--- src/rtl/vending_pkg.sv ---
// Shared types and coin decoding for the multi-product vending controller.
package vending_pkg;

    typedef enum logic [1:0] {
        IDLE   = 2'd0,
        VEND   = 2'd1,
        CHANGE = 2'd2
    } state_t;

    localparam logic [1:0] COIN_5  = 2'b00;
    localparam logic [1:0] COIN_10 = 2'b01;
    localparam logic [1:0] COIN_25 = 2'b10;
    localparam logic [1:0] COIN_50 = 2'b11;

    localparam int unsigned COIN_VAL_W = 6;

    // Credit units for a coin acceptor code; callers widen to their credit width.
    function automatic logic [COIN_VAL_W-1:0] coin_value(input logic [1:0] code);
        case (code)
            COIN_5:  return 6'd5;
            COIN_10: return 6'd10;
            COIN_25: return 6'd25;
            default: return 6'd50;
        endcase
    endfunction

endpackage

--- src/rtl/vend_timer.sv ---
// Dispense watchdog: counts cycles while enabled, flags the last allowed cycle.
module vend_timer
    import vending_pkg::*;
#(
    parameter int unsigned DISP_TIMEOUT = 1000
) (
    input  logic clk,
    input  logic reset,
    input  logic clear,
    input  logic enable,
    output logic expired_c
);

    localparam int unsigned TW = $clog2(DISP_TIMEOUT + 1);

    logic [TW-1:0] cnt;

    always_ff @(posedge clk) begin
        if (reset || clear) begin
            cnt <= '0;
        end else if (enable && (cnt != TW'(DISP_TIMEOUT))) begin
            cnt <= cnt + TW'(1);
        end
    end

    // High on the DISP_TIMEOUT-th enabled cycle so the FSM acts on that edge.
    assign expired_c = enable && (cnt == TW'(DISP_TIMEOUT - 1));

endmodule

--- src/rtl/vending_ctrl.sv ---
// Multi-product vending controller: coin credit, product selection, dispenser handshake and change.
module vending_ctrl
    import vending_pkg::*;
#(
    parameter int unsigned CREDIT_W     = 8,
    parameter int unsigned NUM_PROD     = 4,
    parameter int unsigned MAX_CREDIT   = 255,
    parameter int unsigned CNT_W        = 16,
    parameter int unsigned DISP_TIMEOUT = 1000
) (
    input  logic                            clk,
    input  logic                            reset,
    input  logic                            coin_valid,
    input  logic [1:0]                      coin_code,
    input  logic                            sel_valid,
    input  logic [$clog2(NUM_PROD)-1:0]     sel_id,
    input  logic [NUM_PROD*CREDIT_W-1:0]    price_flat,
    input  logic                            cancel,
    output logic                            disp_req,
    output logic [$clog2(NUM_PROD)-1:0]     disp_id,
    input  logic                            disp_ack,
    output logic                            change_valid,
    output logic [CREDIT_W-1:0]             change_amt,
    output logic [CREDIT_W-1:0]             credit,
    output logic                            coin_reject,
    output logic                            err_insuff,
    output logic                            disp_fault,
    output logic                            busy,
    output logic [CNT_W-1:0]                vend_count
);

    localparam int unsigned SEL_W = $clog2(NUM_PROD);
    localparam int unsigned SUM_W = CREDIT_W + 1;

    state_t              state_q, state_d;
    logic [CREDIT_W-1:0] credit_d, change_amt_d, base, price_sel, price_disp;
    logic [SUM_W-1:0]    coin_ext, coin_sum;
    logic [SEL_W-1:0]    disp_id_d;
    logic [CNT_W-1:0]    vend_count_d;
    logic                sel_ok, expired_c;
    logic                change_valid_d, coin_reject_d, err_insuff_d, disp_fault_d;

    vend_timer #(.DISP_TIMEOUT(DISP_TIMEOUT)) u_timer (
        .clk       (clk),
        .reset     (reset),
        .clear     (state_q != VEND),
        .enable    (state_q == VEND),
        .expired_c (expired_c)
    );

    // Price lookup; an index past NUM_PROD leaves sel_ok low.
    always_comb begin
        price_sel  = '0;
        price_disp = '0;
        sel_ok     = 1'b0;
        for (int i = 0; i < NUM_PROD; i++) begin
            if (SEL_W'(i) == sel_id) begin
                sel_ok    = 1'b1;
                price_sel = price_flat[i*CREDIT_W +: CREDIT_W];
            end
            if (SEL_W'(i) == disp_id) begin
                price_disp = price_flat[i*CREDIT_W +: CREDIT_W];
            end
        end
    end

    assign coin_ext = SUM_W'(coin_value(coin_code));

    always_comb begin
        state_d        = state_q;
        credit_d       = credit;
        disp_id_d      = disp_id;
        vend_count_d   = vend_count;
        change_valid_d = 1'b0;
        change_amt_d   = '0;
        coin_reject_d  = 1'b0;
        err_insuff_d   = 1'b0;
        disp_fault_d   = 1'b0;
        base           = credit;
        coin_sum       = '0;

        case (state_q)
            IDLE: begin
                if (cancel) begin
                    coin_reject_d = coin_valid;
                    if (credit != '0) begin
                        change_valid_d = 1'b1;
                        change_amt_d   = credit;
                        credit_d       = '0;
                        state_d        = CHANGE;
                    end
                end else begin
                    if (sel_valid) begin
                        if (sel_ok && (credit >= price_sel)) begin
                            base      = credit - price_sel;
                            disp_id_d = sel_id;
                            state_d   = VEND;
                        end else begin
                            err_insuff_d = 1'b1;
                        end
                    end
                    credit_d = base;
                    // A same-cycle coin lands on whatever the selection left behind.
                    if (coin_valid) begin
                        coin_sum = {1'b0, base} + coin_ext;
                        if (coin_sum <= SUM_W'(MAX_CREDIT)) begin
                            credit_d = coin_sum[CREDIT_W-1:0];
                        end else begin
                            coin_reject_d = 1'b1;
                        end
                    end
                end
            end
            VEND: begin
                coin_reject_d = coin_valid;
                if (disp_ack) begin
                    vend_count_d = (&vend_count) ? vend_count : vend_count + CNT_W'(1);
                    if (credit != '0) begin
                        change_valid_d = 1'b1;
                        change_amt_d   = credit;
                        credit_d       = '0;
                        state_d        = CHANGE;
                    end else begin
                        state_d = IDLE;
                    end
                end else if (expired_c) begin
                    disp_fault_d   = 1'b1;
                    change_valid_d = 1'b1;
                    change_amt_d   = credit + price_disp;
                    credit_d       = '0;
                    state_d        = CHANGE;
                end
            end
            CHANGE: begin
                coin_reject_d = coin_valid;
                credit_d      = '0;
                state_d       = IDLE;
            end
            default: begin
                state_d  = IDLE;
                credit_d = '0;
            end
        endcase
    end

    always_ff @(posedge clk) begin
        if (reset) begin
            state_q      <= IDLE;
            credit       <= '0;
            disp_id      <= '0;
            vend_count   <= '0;
            disp_req     <= 1'b0;
            busy         <= 1'b0;
            change_valid <= 1'b0;
            change_amt   <= '0;
            coin_reject  <= 1'b0;
            err_insuff   <= 1'b0;
            disp_fault   <= 1'b0;
        end else begin
            state_q      <= state_d;
            credit       <= credit_d;
            disp_id      <= disp_id_d;
            vend_count   <= vend_count_d;
            disp_req     <= (state_d == VEND);
            busy         <= (state_d != IDLE);
            change_valid <= change_valid_d;
            change_amt   <= change_amt_d;
            coin_reject  <= coin_reject_d;
            err_insuff   <= err_insuff_d;
            disp_fault   <= disp_fault_d;
        end
    end

endmodule

--- config.mk ---
export PLATFORM = sky130hd
export DESIGN_NAME = vending_ctrl
export DESIGN_NICKNAME = d
export VERILOG_FILES = /design/src/rtl/vending_pkg.sv /design/src/rtl/vend_timer.sv /design/src/rtl/vending_ctrl.sv
export SDC_FILE = /design/constraint.sdc
export NUM_CORES = 1
export LEC_CHECK = 0
export CAP_MARGIN = 15
export CORE_AREA = 2 2 81 114
export CTS_CLUSTER_SIZE = 24
export DETAILED_ROUTE_END_ITERATION = 6
export DIE_AREA = 0 0 83 116
export PLACE_DENSITY = 0.76
export SETUP_SLACK_MARGIN = 0.1
export SLEW_MARGIN = 10
export SYNTH_ARGS = -nofsm -noshare
export SYNTH_HDL_FRONTEND = slang
export SYNTH_HIERARCHICAL = 1
export SYNTH_SLANG_ARGS = --single-unit
--- constraint.sdc ---
create_clock -name clk -period 5.5 [get_ports clk]
set_input_delay 0.55 -clock clk [delete_from_list [all_inputs] [get_ports clk]]
set_output_delay 0.55 -clock clk [all_outputs]
set_load 0.01 [all_outputs]
==> impl_summary.log, run 1 <==
INFO  metric post_dp_cell_area = 0.004888 mm²
INFO  metric reg2reg_to = credit[7]
INFO  metric first_iter_violations = 124
INFO  metric ys_seq_elements = 52
INFO  metric synth_edf_count = 0
INFO  metric maximum_frequency_from_static_timing_analysis = 207.6 MHz
INFO  metric count_of_yosys_warnings_during_synthesis = 6
INFO  metric globalRouteMet1Util = 23.12%
INFO  metric post_route_cells_drive_above_1_share = 8.555%
INFO  metric synthArstFlopShare = 0%
INFO  metric post-synth-top-count-cell = sky130_fd_sc_hd__dfxtp_1
INFO  metric crit_path_start_kind = input port
INFO  metric clock-skew-final = 0.004266 ns
INFO  metric grt.met2_usage = 38.71%
INFO  metric mappedNetlistArea = 0.003978 mm²
INFO  metric floorplan.die_area = 0.009628 mm²
INFO  metric route.detailed.vias_per_inst = 5.837
INFO  metric yosys.area.top_type_share = 26.17%
INFO  metric power_density = 187.1 mW/mm²
INFO  metric share_of_the_core_filled_with_cells = 58.85%
INFO  metric dieWidth = 83 µm
INFO  metric hold_path_end = u_timer/cnt[9]
INFO  metric drt.antenna.violating_nets = 0
INFO  metric regToRegStartpoint = credit[0]
INFO  metric critPathSlowestCell = sky130_fd_sc_hd__clkdlybuf4s50_1
INFO  metric global_route.peak_usage_layer = met2
INFO  metric dieHeight = 116 µm
INFO  metric clock_sink_count = 52
INFO  metric slew_viol_final = 0
INFO  metric synthFlopType = sky130_fd_sc_hd__dfxtp_1
INFO  metric multi_input_comb_area = 0.002778 mm²
INFO  metric clk-insertion-delay-late = 0.29 ns
INFO  metric initial_core_util = 46.48%
INFO  metric path_cells = clkdlybuf4s50_1 -> mux4_2 -> ha_1 -> fa_1 -> a21boi_0 -> o211ai_1 -> a22o_4 -> a21oi_1 -> ha_1 -> fa_1 -> a211oi_1 -> o21bai_1 -> a21oi_1 -> inv_1 -> a41o_1 -> or4_1 -> nand3_1
INFO  metric fin_nets = 602
INFO  metric post_synth.cell_area_avg = 8.918 µm²
INFO  metric final_hold_viol_count = 0
INFO  metric worstRegToRegCells = 16
INFO  metric overflow = 0
INFO  metric mappedNetlistNets = 523
INFO  metric run_status = completed
INFO  metric cts_max_level = 2
INFO  metric finalWorstPathRequiredPeriod = 4.816 ns
INFO  metric groute.layer.met3.usage = 3.134%
INFO  metric worst_ir_drop_vdd = 0.1832 mV
INFO  metric grt_pass1_wl = 16.57 mm
INFO  metric fin_area = 0.005036 mm²
INFO  metric boundaryPins = 82
INFO  metric worst-endpoint-required = 5.73 ns
INFO  metric antennaDiodeCount = 0
INFO  metric cts_buffers = 5
INFO  metric setup-violations-final = 0
INFO  metric core_region_area = 0.008558 mm²
INFO  metric grt_setup_unrepaired = no
INFO  metric relSlewSlack = 42.71%
INFO  metric synthToLayoutAreaGrowth = 26.61%
INFO  metric rows = 40
INFO  metric global_route.usage.total = 20.65%
INFO  metric hold_path_depth = 2
INFO  metric max_cap_viol = 0
INFO  metric critical_path.max_stage_delay = 0.61 ns
INFO  metric static-leakage-power = 0.001921 µW
INFO  metric tritoncts = done
INFO  metric area.sequential = 0.001041 mm²
INFO  metric netlist.top_cell.by_area = sky130_fd_sc_hd__dfxtp_1
INFO  metric netlist_top_cells_count = sky130_fd_sc_hd__dfxtp_1, sky130_fd_sc_hd__nor2_1, sky130_fd_sc_hd__ha_1, sky130_fd_sc_hd__nand2_1, sky130_fd_sc_hd__a21oi_1
INFO  metric filler_cell_count = 738
INFO  metric worst_setup_hold_path_clk_slew = 0.07 ns
INFO  metric totalNegativeSetupSlack = 0 ns
INFO  metric netlist_top_cells_area = sky130_fd_sc_hd__dfxtp_1, sky130_fd_sc_hd__ha_1, sky130_fd_sc_hd__mux4_2
INFO  metric grt_antenna_before_repair = 0
INFO  metric post-route-period-util = 87.57%
INFO  metric place.gp.congestion = 0.8752
INFO  metric cell_variety_after_synth = 68
INFO  metric clock_tree.root_cell = sky130_fd_sc_hd__clkbuf_16
INFO  metric cts-root-to-sink-buffers = 2
INFO  metric first_pass_iters = 4
INFO  metric placement.io_buffers = 81
INFO  metric grt_start_max_net_pins = 46
INFO  metric wl_per_cell = 15.85 µm
INFO  metric crit_type = input port to flip-flop
INFO  metric arrival = 5.05 ns
INFO  metric detail_route.drc_violations = 0
INFO  metric critPathCaptureType = flip-flop
INFO  metric worstHoldStart = u_timer/cnt[9]
INFO  metric r2r_setup_slack = 1.33 ns
INFO  metric vias_in_the_first_global_route = 3,629
INFO  metric worst_pin_slew = 0.8576 ns
INFO  metric hold_path.class = flip-flop to flip-flop
INFO  metric drt-total-wl = 10.00 mm
INFO  metric detailroute.via_count = 3,683
INFO  metric syn-instance-count = 446
INFO  metric crit_fanout = 8
INFO  metric yosysSeqAreaShare = 26.17%
INFO  metric hpwl = 7.976 mm
-- cells by family after synthesis --
family	count (synthesis)	synth area share, %
and+or+nand+nor	162	22.46
AOI/OAI and AO/OA	104	17.87
DFF	52	26.17
buffers and inverters	39	3.995
adders and majority gates	35	11.58
muxes	29	12.43
xor gates and xnor gates	25	5.505
-- area by class of cell --
class | instances | share of cell area, %
clock buffer | 6 | 2.559
multi-input combinational | 355 | 55.16
inverter | 26 | 1.938
tap | 105 | 2.609
timing repair buffer | 85 | 16.75
clock inverter | 2 | 0.3230
sequential | 52 | 20.67
-- registers in the layout, summed over array words and instances (netlist names) --
register	flops
busy	1
change_amt	8
change_valid	1
coin_reject	1
credit	8
disp_fault	1
disp_id	2
disp_req	1
err_insuff	1
state_q	2
u_timer/cnt	10
vend_count	16
-- power by group --
group	total [µW]	switching, µW	internal (µW)
registers	395	10.6	385
logic	235	116	119
clock network	312	143	170
total	942	269	673
-- worst max-delay path: cells and delay by family --
family | cells | cell delay [ns]
compound gates | 8 | 1.53
mux | 1 | 0.35
fa+ha+maj | 4 | 1.29
simple gates | 2 | 0.58
buf+inv | 2 | 0.74
-- routing by layer --
layer	wire length (µm)	vias to the layer above
met3	398	26
met5	0	-
met1	4148	1731
met4	293	0
met2	5159	108
li1	-	1818
-- repair_timing --
action,4_1_cts,5_1_grt
hold buffers,0,0
resized for setup,0,1
endpoints found under the setup margin,0,2
setup buffers,0,0
-- worst max-delay path by stage --
| stage | start | endpoint | slack (ns) | cells past startpoint |
|---|---|---|---|---|
| floorplan | sel_id[0] | credit[7] | 0.37 | 19 |
| global placement | sel_id[0] | credit[7] | 0.23 | 19 |
| detailed placement | sel_id[0] | credit[7] | 0.13 | 19 |
| CTS | sel_id[0] | credit[7] | 0.40 | 19 |
| global route | sel_id[1] | credit[1] | 0.44 | 19 |
| finish | sel_id[1] | credit[7] | 0.68 | 17 |
-- layout by cell type (no fill, tap or decap), drive strengths merged, types with 3 or more instances in the layout --
master	n
nand2	32
buf	4
a21boi	3
dfxtp	52
a21o	7
nor2	43
mux2	3
a21oi	27
nand4	8
inv	26
o211ai	4
o21a	4
xor2	11
clkdlybuf4s50	80
or4	9
mux2i	10
nor2b	6
ha	32
xnor2	14
nand3	15
nand3b	4
clkbuf	6
nor4b	5
nor3b	4
and4	6
a22oi	4
o31ai	5
or3	9
o21ai	26
nor3	5
fa	3
mux4	16
or2	5
-- metrics by stage --
step                      cells  hold slack, ns  total power [µW]  setup slack (ns)
after CTS                   631          0.4990             947.1            0.4046
after floorplan             446          0.4523             549.4            0.3682
after global routing        631          0.5200             985.8            0.4371
after global placement      623          0.4647             633.0            0.2298
after detailed placement    623          0.4844             636.3            0.1274
final                       631          0.4947             942.3            0.6839
(Power assumes the default switching activity.)
==> run 2: changes to the inputs <==
Settings changed: CORE_AREA 2 2 81 114 to 2 2 80 113, DIE_AREA 0 0 83 116 to 0 0 82 115, SYNTH_HIERARCHICAL 1 to not set.
==> run 2 against run 1 <==
Effect of this change: register-to-register slack worse by 0.29 ns; synthesized area is 2.1% lower; synthesized cell count is 0.67% higher; largest power group unchanged; fmax is 3.7% lower; wire length is 2.7% lower; critical path type unchanged; design area hardly changed; final cell count is 1.3% higher; sequential power is 1% lower; clock skew is 0.0017 ns higher.
==> impl_summary.log, run 2 <==
INFO  metric critPathCaptureType = flip-flop
INFO  metric syn-instance-count = 449
INFO  metric netlist.top_cell.by_area = sky130_fd_sc_hd__dfxtp_1
INFO  metric hold_path.class = flip-flop to flip-flop
INFO  metric post_dp_cell_area = 0.004847 mm²
INFO  metric filler_cell_count = 751
INFO  metric crit_path_start_kind = input port
INFO  metric post_cts_hold_buffer_count = 0
INFO  metric rows = 40
INFO  metric detail_route.drc_violations = 0
INFO  metric registers.top_by_ff_count = vend_count
INFO  metric multi_input_comb_area = 0.002706 mm²
INFO  metric worst_ir_drop_vdd = 0.1592 mV
INFO  metric detailroute.via_count = 3,573
INFO  metric clk-insertion-delay-late = 0.29 ns
INFO  metric grt_setup_unrepaired = no
INFO  metric mappedNetlistNets = 525
INFO  metric first_pass_iters = 4
INFO  metric static-leakage-power = 0.001940 µW
INFO  metric cts_buffers = 5
INFO  metric synth_edf_count = 0
INFO  metric maximum_frequency_from_static_timing_analysis = 199.9 MHz
INFO  metric power_density = 197.6 mW/mm²
INFO  metric dieWidth = 82 µm
INFO  metric final_hold_viol_count = 0
INFO  metric antennaDiodeCount = 0
INFO  metric cts_max_level = 2
INFO  metric synthFlopType = sky130_fd_sc_hd__dfxtp_1
INFO  metric most-common-layout-cells = sky130_fd_sc_hd__clkdlybuf4s50_1, sky130_fd_sc_hd__nor2_1, sky130_fd_sc_hd__dfxtp_1, sky130_fd_sc_hd__nand2_1, sky130_fd_sc_hd__ha_1
INFO  metric vias_in_the_first_global_route = 3,507
INFO  metric slew_viol_final = 0
INFO  metric cell_variety_after_synth = 62
INFO  metric fin_nets = 609
INFO  metric final_common_cell = sky130_fd_sc_hd__clkdlybuf4s50_1
INFO  metric first_iter_violations = 130
INFO  metric drt-total-wl = 9.730 mm
INFO  metric grt_pass1_wl = 15.65 mm
INFO  metric clock-skew-final = 0.005927 ns
INFO  metric initial_core_util = 46.32%
INFO  metric tritoncts = done
INFO  metric area.sequential = 0.001041 mm²
INFO  metric mappedNetlistArea = 0.003895 mm²
INFO  metric hpwl = 7.829 mm
INFO  metric cts-root-to-sink-buffers = 2
INFO  metric arrival = 5.19 ns
INFO  metric dieHeight = 115 µm
INFO  metric floorplan.die_area = 0.009430 mm²
INFO  metric post-synth-top-count-cell = sky130_fd_sc_hd__nor2_1
INFO  metric clock_tree.root_cell = sky130_fd_sc_hd__clkbuf_16
INFO  metric yosysSeqAreaShare = 26.73%
INFO  metric global_route.usage.total = 21.11%
INFO  metric final.setup.worst_slack = 0.4967 ns
INFO  metric synthArstFlopShare = 0%
INFO  metric fin_area = 0.005040 mm²
INFO  metric path_cells = clkdlybuf4s50_1 -> mux4_2 -> ha_1 -> fa_1 -> a21boi_0 -> o21ai_1 -> nand4_1 -> nand2_1 -> buf_4 -> nor2_1 -> a21oi_1 -> inv_1 -> fa_1 -> nor2b_1 -> o31ai_1 -> a21oi_2 -> a21bo_2 -> o211ai_4 -> mux2_2 -> a22o_1
INFO  metric worst_path_most_repeated_cell = sky130_fd_sc_hd__fa_1
INFO  metric place.gp.congestion = 0.8990
INFO  metric post-route-period-util = 90.97%
INFO  metric clock_sink_count = 52
INFO  metric run_status = completed
INFO  metric placement.io_buffers = 81
INFO  metric relSlewSlack = 37.74%
INFO  metric drt.antenna.violating_nets = 0
INFO  metric wl_per_cell = 15.23 µm
INFO  metric grt_antenna_before_repair = 0
INFO  metric worst_pin_slew = 0.9268 ns
INFO  metric yosys.area.top_type_share = 26.73%
INFO  metric netlist_top_cells_area = sky130_fd_sc_hd__dfxtp_1, sky130_fd_sc_hd__ha_1, sky130_fd_sc_hd__mux4_2
INFO  metric worst-endpoint-required = 5.69 ns
INFO  metric boundaryPins = 82
INFO  metric overflow = 0
INFO  metric max_cap_viol = 0
INFO  metric netlist_top_cells_count = sky130_fd_sc_hd__nor2_1, sky130_fd_sc_hd__dfxtp_1, sky130_fd_sc_hd__nand2_1
INFO  metric synthToLayoutAreaGrowth = 29.39%
INFO  metric post_synth.cell_area_avg = 8.675 µm²
INFO  metric grt_start_max_net_pins = 35
INFO  metric worst_setup_hold_path_clk_slew = 0.07 ns
INFO  metric critPathSlowestCell = sky130_fd_sc_hd__mux4_2
INFO  metric totalNegativeSetupSlack = 0 ns
INFO  metric post_route_cells_drive_above_1_share = 10.30%
INFO  metric critical_path.max_stage_delay = 0.47 ns
INFO  metric setup-violations-final = 0
INFO  metric count_of_yosys_warnings_during_synthesis = 0
INFO  metric crit_type = input port to flip-flop
INFO  metric largest_registers = vend_count (16), u_timer.cnt (10)
INFO  metric route.detailed.vias_per_inst = 5.592
INFO  metric core_region_area = 0.008408 mm²
INFO  metric preCtsSetupSlack = 0.01443 ns
INFO  metric finalWorstPathRequiredPeriod = 5.003 ns
INFO  metric largest_register_ff_count = 16
INFO  metric crit_fanout = 12
INFO  metric ys_seq_elements = 52
-- run 2: cells by family (layout without fill, tap and decap cells) --
group / count (synthesis) / count (layout) / synth area share, %
and+or+nand+nor: 167 / 167 / 21.04
AOI/OAI and AO/OA: 93 / 93 / 15.93
DFF: 52 / 52 / 26.73
buffers and inverters: 39 / 124 / 4.015
adders and majority gates: 34 / 34 / 11.50
muxes: 33 / 33 / 13.81
xor gates and xnor gates: 31 / 31 / 6.971
-- run 2: path summary, 6_finish.rpt --
path                            slack [ns]             end  cells past startpoint           start
worst min register to register        0.49  u_timer.cnt[9]                      2  u_timer.cnt[9]
worst min-delay path                  0.49  u_timer.cnt[9]                      2  u_timer.cnt[9]
worst max register to register        1.04       credit[2]                     18       credit[1]
worst max-delay path                  0.50       credit[2]                     20  price_flat[24]
-- run 2: per-layer routing --
| metal | track usage [%] | part of all wire (%) | vias to the layer above |
|---|---|---|---|
| met3 | 2.904 | 4.1 | 27 |
| met4 | 9.000 | 3.5 | 0 |
| met2 | 39.78 | 52 | 104 |
| met5 | 0 | 0 | - |
| met1 | 22.81 | 40 | 1665 |
| li1 | - | - | 1777 |
-- run 2: critical path, delay by kind of cell --
| kind | cells | cell delay [ns] |
|---|---|---|
| compound gates | 8 | 1.52 |
| fa+ha+maj | 3 | 1.07 |
| buf+inv | 3 | 0.72 |
| mux | 2 | 0.83 |
| simple gates | 4 | 0.51 |
-- run 2: stage by stage --
stage | hold WS, ns | instances | total power, µW | utilization (%)
global placement | 0.4685 | 630 | 624.7 | 57.65
finish | 0.4901 | 639 | 996.0 | 59.94
global route | 0.5104 | 639 | 1045 | 59.94
CTS | 0.4964 | 638 | 1000 | 59.82
floorplan | 0.4534 | 449 | 545.6 | -
detailed placement | 0.4844 | 630 | 628.3 | 57.65
-- run 2: what timing repair did --
| action | 4_1_cts | 5_1_grt |
|---|---|---|
| setup buffers | 0 | 1 |
| gates resized for setup | 0 | 2 |
| setup endpoints to repair | 0 | 6 |
-- run 2: final cells by class --
cell class / instances / area share, %
well taps: 105 / 2.607
flip-flops and latches: 52 / 20.66
clock buffers: 7 / 3.029
multi-input cells: 358 / 53.70
repair buffers: 90 / 17.48
clock inverters: 1 / 0.5958
inverters: 26 / 1.936
-- run 2: where the power goes --
| group | internal (µW) | switching [µW] | leakage [µW] | total [µW] |
|---|---|---|---|---|
| clock | 240 | 133 | 0.0000901 | 372 |
| combinational | 117 | 116 | 0.00143 | 233 |
| sequential | 383 | 7.67 | 0.000420 | 391 |
==> run 3: changes to the inputs <==
Settings changed: CTS_CLUSTER_SIZE 24 to 40, PLACE_DENSITY 0.76 to 0.74.
==> run 3 against run 2 <==
Effect of this change: sequential power barely moved; clock power is 17% lower; wire length rose by 2.3%; die area unchanged; sequential share of layout area up 0.15 points; hold slack improved by 0.016 ns; critical path type unchanged; largest cell class unchanged.
==> impl_summary.log, run 3 (synthesis results as in run 2) <==
INFO  metric largest_register_ff_count = 16
INFO  metric detailroute.via_count = 3,584
INFO  metric post_route_cells_drive_above_1_share = 10.11%
INFO  metric worst-endpoint-required = 5.69 ns
INFO  metric antennaDiodeCount = 0
INFO  metric final.setup.worst_slack = 0.6143 ns
INFO  metric dieWidth = 82 µm
INFO  metric clock_tree.root_cell = sky130_fd_sc_hd__clkbuf_16
INFO  metric relSlewSlack = 51.07%
INFO  metric grt_antenna_before_repair = 0
INFO  metric registers.top_by_ff_count = vend_count
INFO  metric worst_setup_hold_path_clk_slew = 0.07 ns
INFO  metric floorplan.die_area = 0.009430 mm²
INFO  metric max_cap_viol = 0
INFO  metric clk-insertion-delay-late = 0.29 ns
INFO  metric post_dp_cell_area = 0.004855 mm²
INFO  metric largest_registers = vend_count (16), u_timer.cnt (10)
INFO  metric crit_fanout = 12
INFO  metric slew_viol_final = 0
INFO  metric detail_route.drc_violations = 0
INFO  metric wl_per_cell = 15.57 µm
INFO  metric crit_type = input port to flip-flop
INFO  metric crit_family = compound AO/OA/AOI/OAI gates
INFO  metric drt-total-wl = 9.949 mm
INFO  metric grt_pass1_wl = 16.13 mm
INFO  metric most-common-layout-cells = sky130_fd_sc_hd__clkdlybuf4s50_1, sky130_fd_sc_hd__nor2_1, sky130_fd_sc_hd__dfxtp_1, sky130_fd_sc_hd__nand2_1, sky130_fd_sc_hd__ha_1
INFO  metric worst_pin_slew = 0.7284 ns
INFO  metric post-route-period-util = 88.83%
INFO  metric post_cts_hold_buffer_count = 0
INFO  metric fin_nets = 609
INFO  metric internal-power = 669.8 µW
INFO  metric post_cts_resize_count = 0
INFO  metric finalWorstPathRequiredPeriod = 4.886 ns
INFO  metric overflow = 0
INFO  metric tritoncts = done
INFO  metric share_clk_of_total_power = 33.1%
INFO  metric global_route.usage.total = 22.08%
INFO  metric first_pass_iters = 5
INFO  metric path_cells = clkdlybuf4s50_1 -> mux4_2 -> ha_1 -> fa_1 -> a21boi_0 -> o21ai_0 -> nand4_1 -> nand2_1 -> buf_4 -> nor2_1 -> a21oi_1 -> inv_1 -> fa_1 -> nor2b_1 -> o31ai_1 -> a21oi_2 -> a21bo_2 -> o211ai_4 -> mux2_2 -> a22o_1
INFO  metric postCtsSetupBuffers = 0
INFO  metric placement.io_buffers = 81
INFO  metric first_iter_violations = 121
INFO  metric p_sw_share = 28.37%
INFO  metric cts_max_level = 2
INFO  metric cts_buffers = 5
INFO  metric static-leakage-power = 0.001916 µW
INFO  metric cts-root-to-sink-buffers = 2
INFO  metric route.detailed.vias_per_inst = 5.609
INFO  metric totalNegativeSetupSlack = 0 ns
INFO  metric rows = 40
INFO  metric critPathSlowestCell = sky130_fd_sc_hd__mux4_2
INFO  metric preCtsSetupSlack = 0.07352 ns
INFO  metric total_power = 935.2 µW
INFO  metric place.gp.congestion = 0.9167
INFO  metric critPathCaptureType = flip-flop
INFO  metric hpwl = 8.002 mm
INFO  metric clock-skew-final = 0.003302 ns
INFO  metric boundaryPins = 82
INFO  metric pwr-share-seq = 42.0%
INFO  metric grt_setup_unrepaired = no
INFO  metric final_common_cell = sky130_fd_sc_hd__clkdlybuf4s50_1
INFO  metric crit_path_start_kind = input port
INFO  metric clock_sink_count = 52
INFO  metric power_density = 187.0 mW/mm²
INFO  metric maximum_frequency_from_static_timing_analysis = 204.7 MHz
INFO  metric setup-violations-final = 0
INFO  metric run_status = completed
INFO  metric worst_path_most_repeated_cell = sky130_fd_sc_hd__fa_1
INFO  metric critical_path.n_buffers_inverters = 3
INFO  metric hold_ws = 0.5056 ns
INFO  metric p_switching = 265.3 µW
INFO  metric dieHeight = 115 µm
INFO  metric synthToLayoutAreaGrowth = 28.43%
INFO  metric initial_core_util = 46.32%
INFO  metric core_region_area = 0.008408 mm²
INFO  metric vias_in_the_first_global_route = 3,594
INFO  metric combinationalPowerShare = 24.9%
INFO  metric grt_start_max_net_pins = 35
INFO  metric worst_ir_drop_vdd = 0.1577 mV
INFO  metric arrival = 5.07 ns
INFO  metric hold_path.class = flip-flop to flip-flop
INFO  metric critical_path.max_stage_delay = 0.47 ns
INFO  metric final_hold_viol_count = 0
INFO  metric fin_area = 0.005002 mm²
INFO  metric drt.antenna.violating_nets = 0
[run 3: cell count changes in the layout (fill, tap and decap cells not counted), sizes merged]
| cell | previous run | this run |
|---|---|---|
| clkinvlp | 0 | 1 |
| bufinv | 1 | 0 |
| clkbuf | 7 | 6 |
| clkinv | 0 | 1 |
[run 3: power groups by stage]
| stage | Sequential [µW] | Combinational, µW | Clock [µW] |
|---|---|---|---|
| final | 393 | 233 | 310 |
| after global routing | 393 | 256 | 331 |
| after CTS | 392 | 232 | 319 |
| after detailed placement | 401 | 231 | 0 |
| after global placement | 401 | 227 | 0 |
| after floorplan | 400 | 146 | 0 |
[run 3: final cells by class]
type / count / area, µm²
Clock inverter: 2 / 16.27
Sequential cell: 52 / 1041
Fill cell: 757 / 3406
Timing Repair Buffer: 90 / 880.8
Multi-Input combinational cell: 358 / 2706
Tap cell: 105 / 131.4
Inverter: 26 / 97.59
Clock buffer: 6 / 128.9
[run 3: worst reg2reg max path, stage by stage, from the launching register on]
cell and delay (ns):
sky130_fd_sc_hd__dfxtp_1 0.50, sky130_fd_sc_hd__inv_1 0.13, sky130_fd_sc_hd__ha_1 0.23, sky130_fd_sc_hd__fa_1 0.38, sky130_fd_sc_hd__a21boi_0 0.14, sky130_fd_sc_hd__o21ai_0 0.23, sky130_fd_sc_hd__nand4_1 0.16, sky130_fd_sc_hd__nand2_1 0.12
sky130_fd_sc_hd__buf_4 0.20, sky130_fd_sc_hd__nor2_1 0.06, sky130_fd_sc_hd__a21oi_1 0.17, sky130_fd_sc_hd__inv_1 0.10, sky130_fd_sc_hd__fa_1 0.43, sky130_fd_sc_hd__nor2b_1 0.16, sky130_fd_sc_hd__o31ai_1 0.10, sky130_fd_sc_hd__a21oi_2 0.18
sky130_fd_sc_hd__a21bo_2 0.26, sky130_fd_sc_hd__o211ai_4 0.16, sky130_fd_sc_hd__mux2_2 0.35, sky130_fd_sc_hd__a22o_1 0.20
[run 3: stage by stage]
stage,std cells,util [%]
2_1_floorplan,449,-
3_3_place_gp,631,57.74
3_5_place_dp,631,57.74
4_1_cts,639,59.46
5_1_grt,639,59.49
6_report,639,59.49
[run 3: per-layer routing]
metal | global-route usage, % | wire length (µm) | up-vias
li1 | - | - | 1777
met1 | 24.70 | 3990 | 1681
met2 | 40.38 | 5258 | 102
met3 | 3.061 | 349 | 24
met4 | 10.00 | 350 | 0
met5 | 0 | 0 | -
[run 3: final timing paths]
| check | to | startpoint | slack (ns) | cells after the start |
|---|---|---|---|---|
| setup / recovery | credit[2] | price_flat[0] | 0.61 | 20 |
| hold / removal | u_timer.cnt[9] | u_timer.cnt[9] | 0.51 | 2 |
| setup reg to reg | credit[2] | credit[0] | 1.12 | 19 |
| hold reg to reg | u_timer.cnt[9] | u_timer.cnt[9] | 0.51 | 2 |
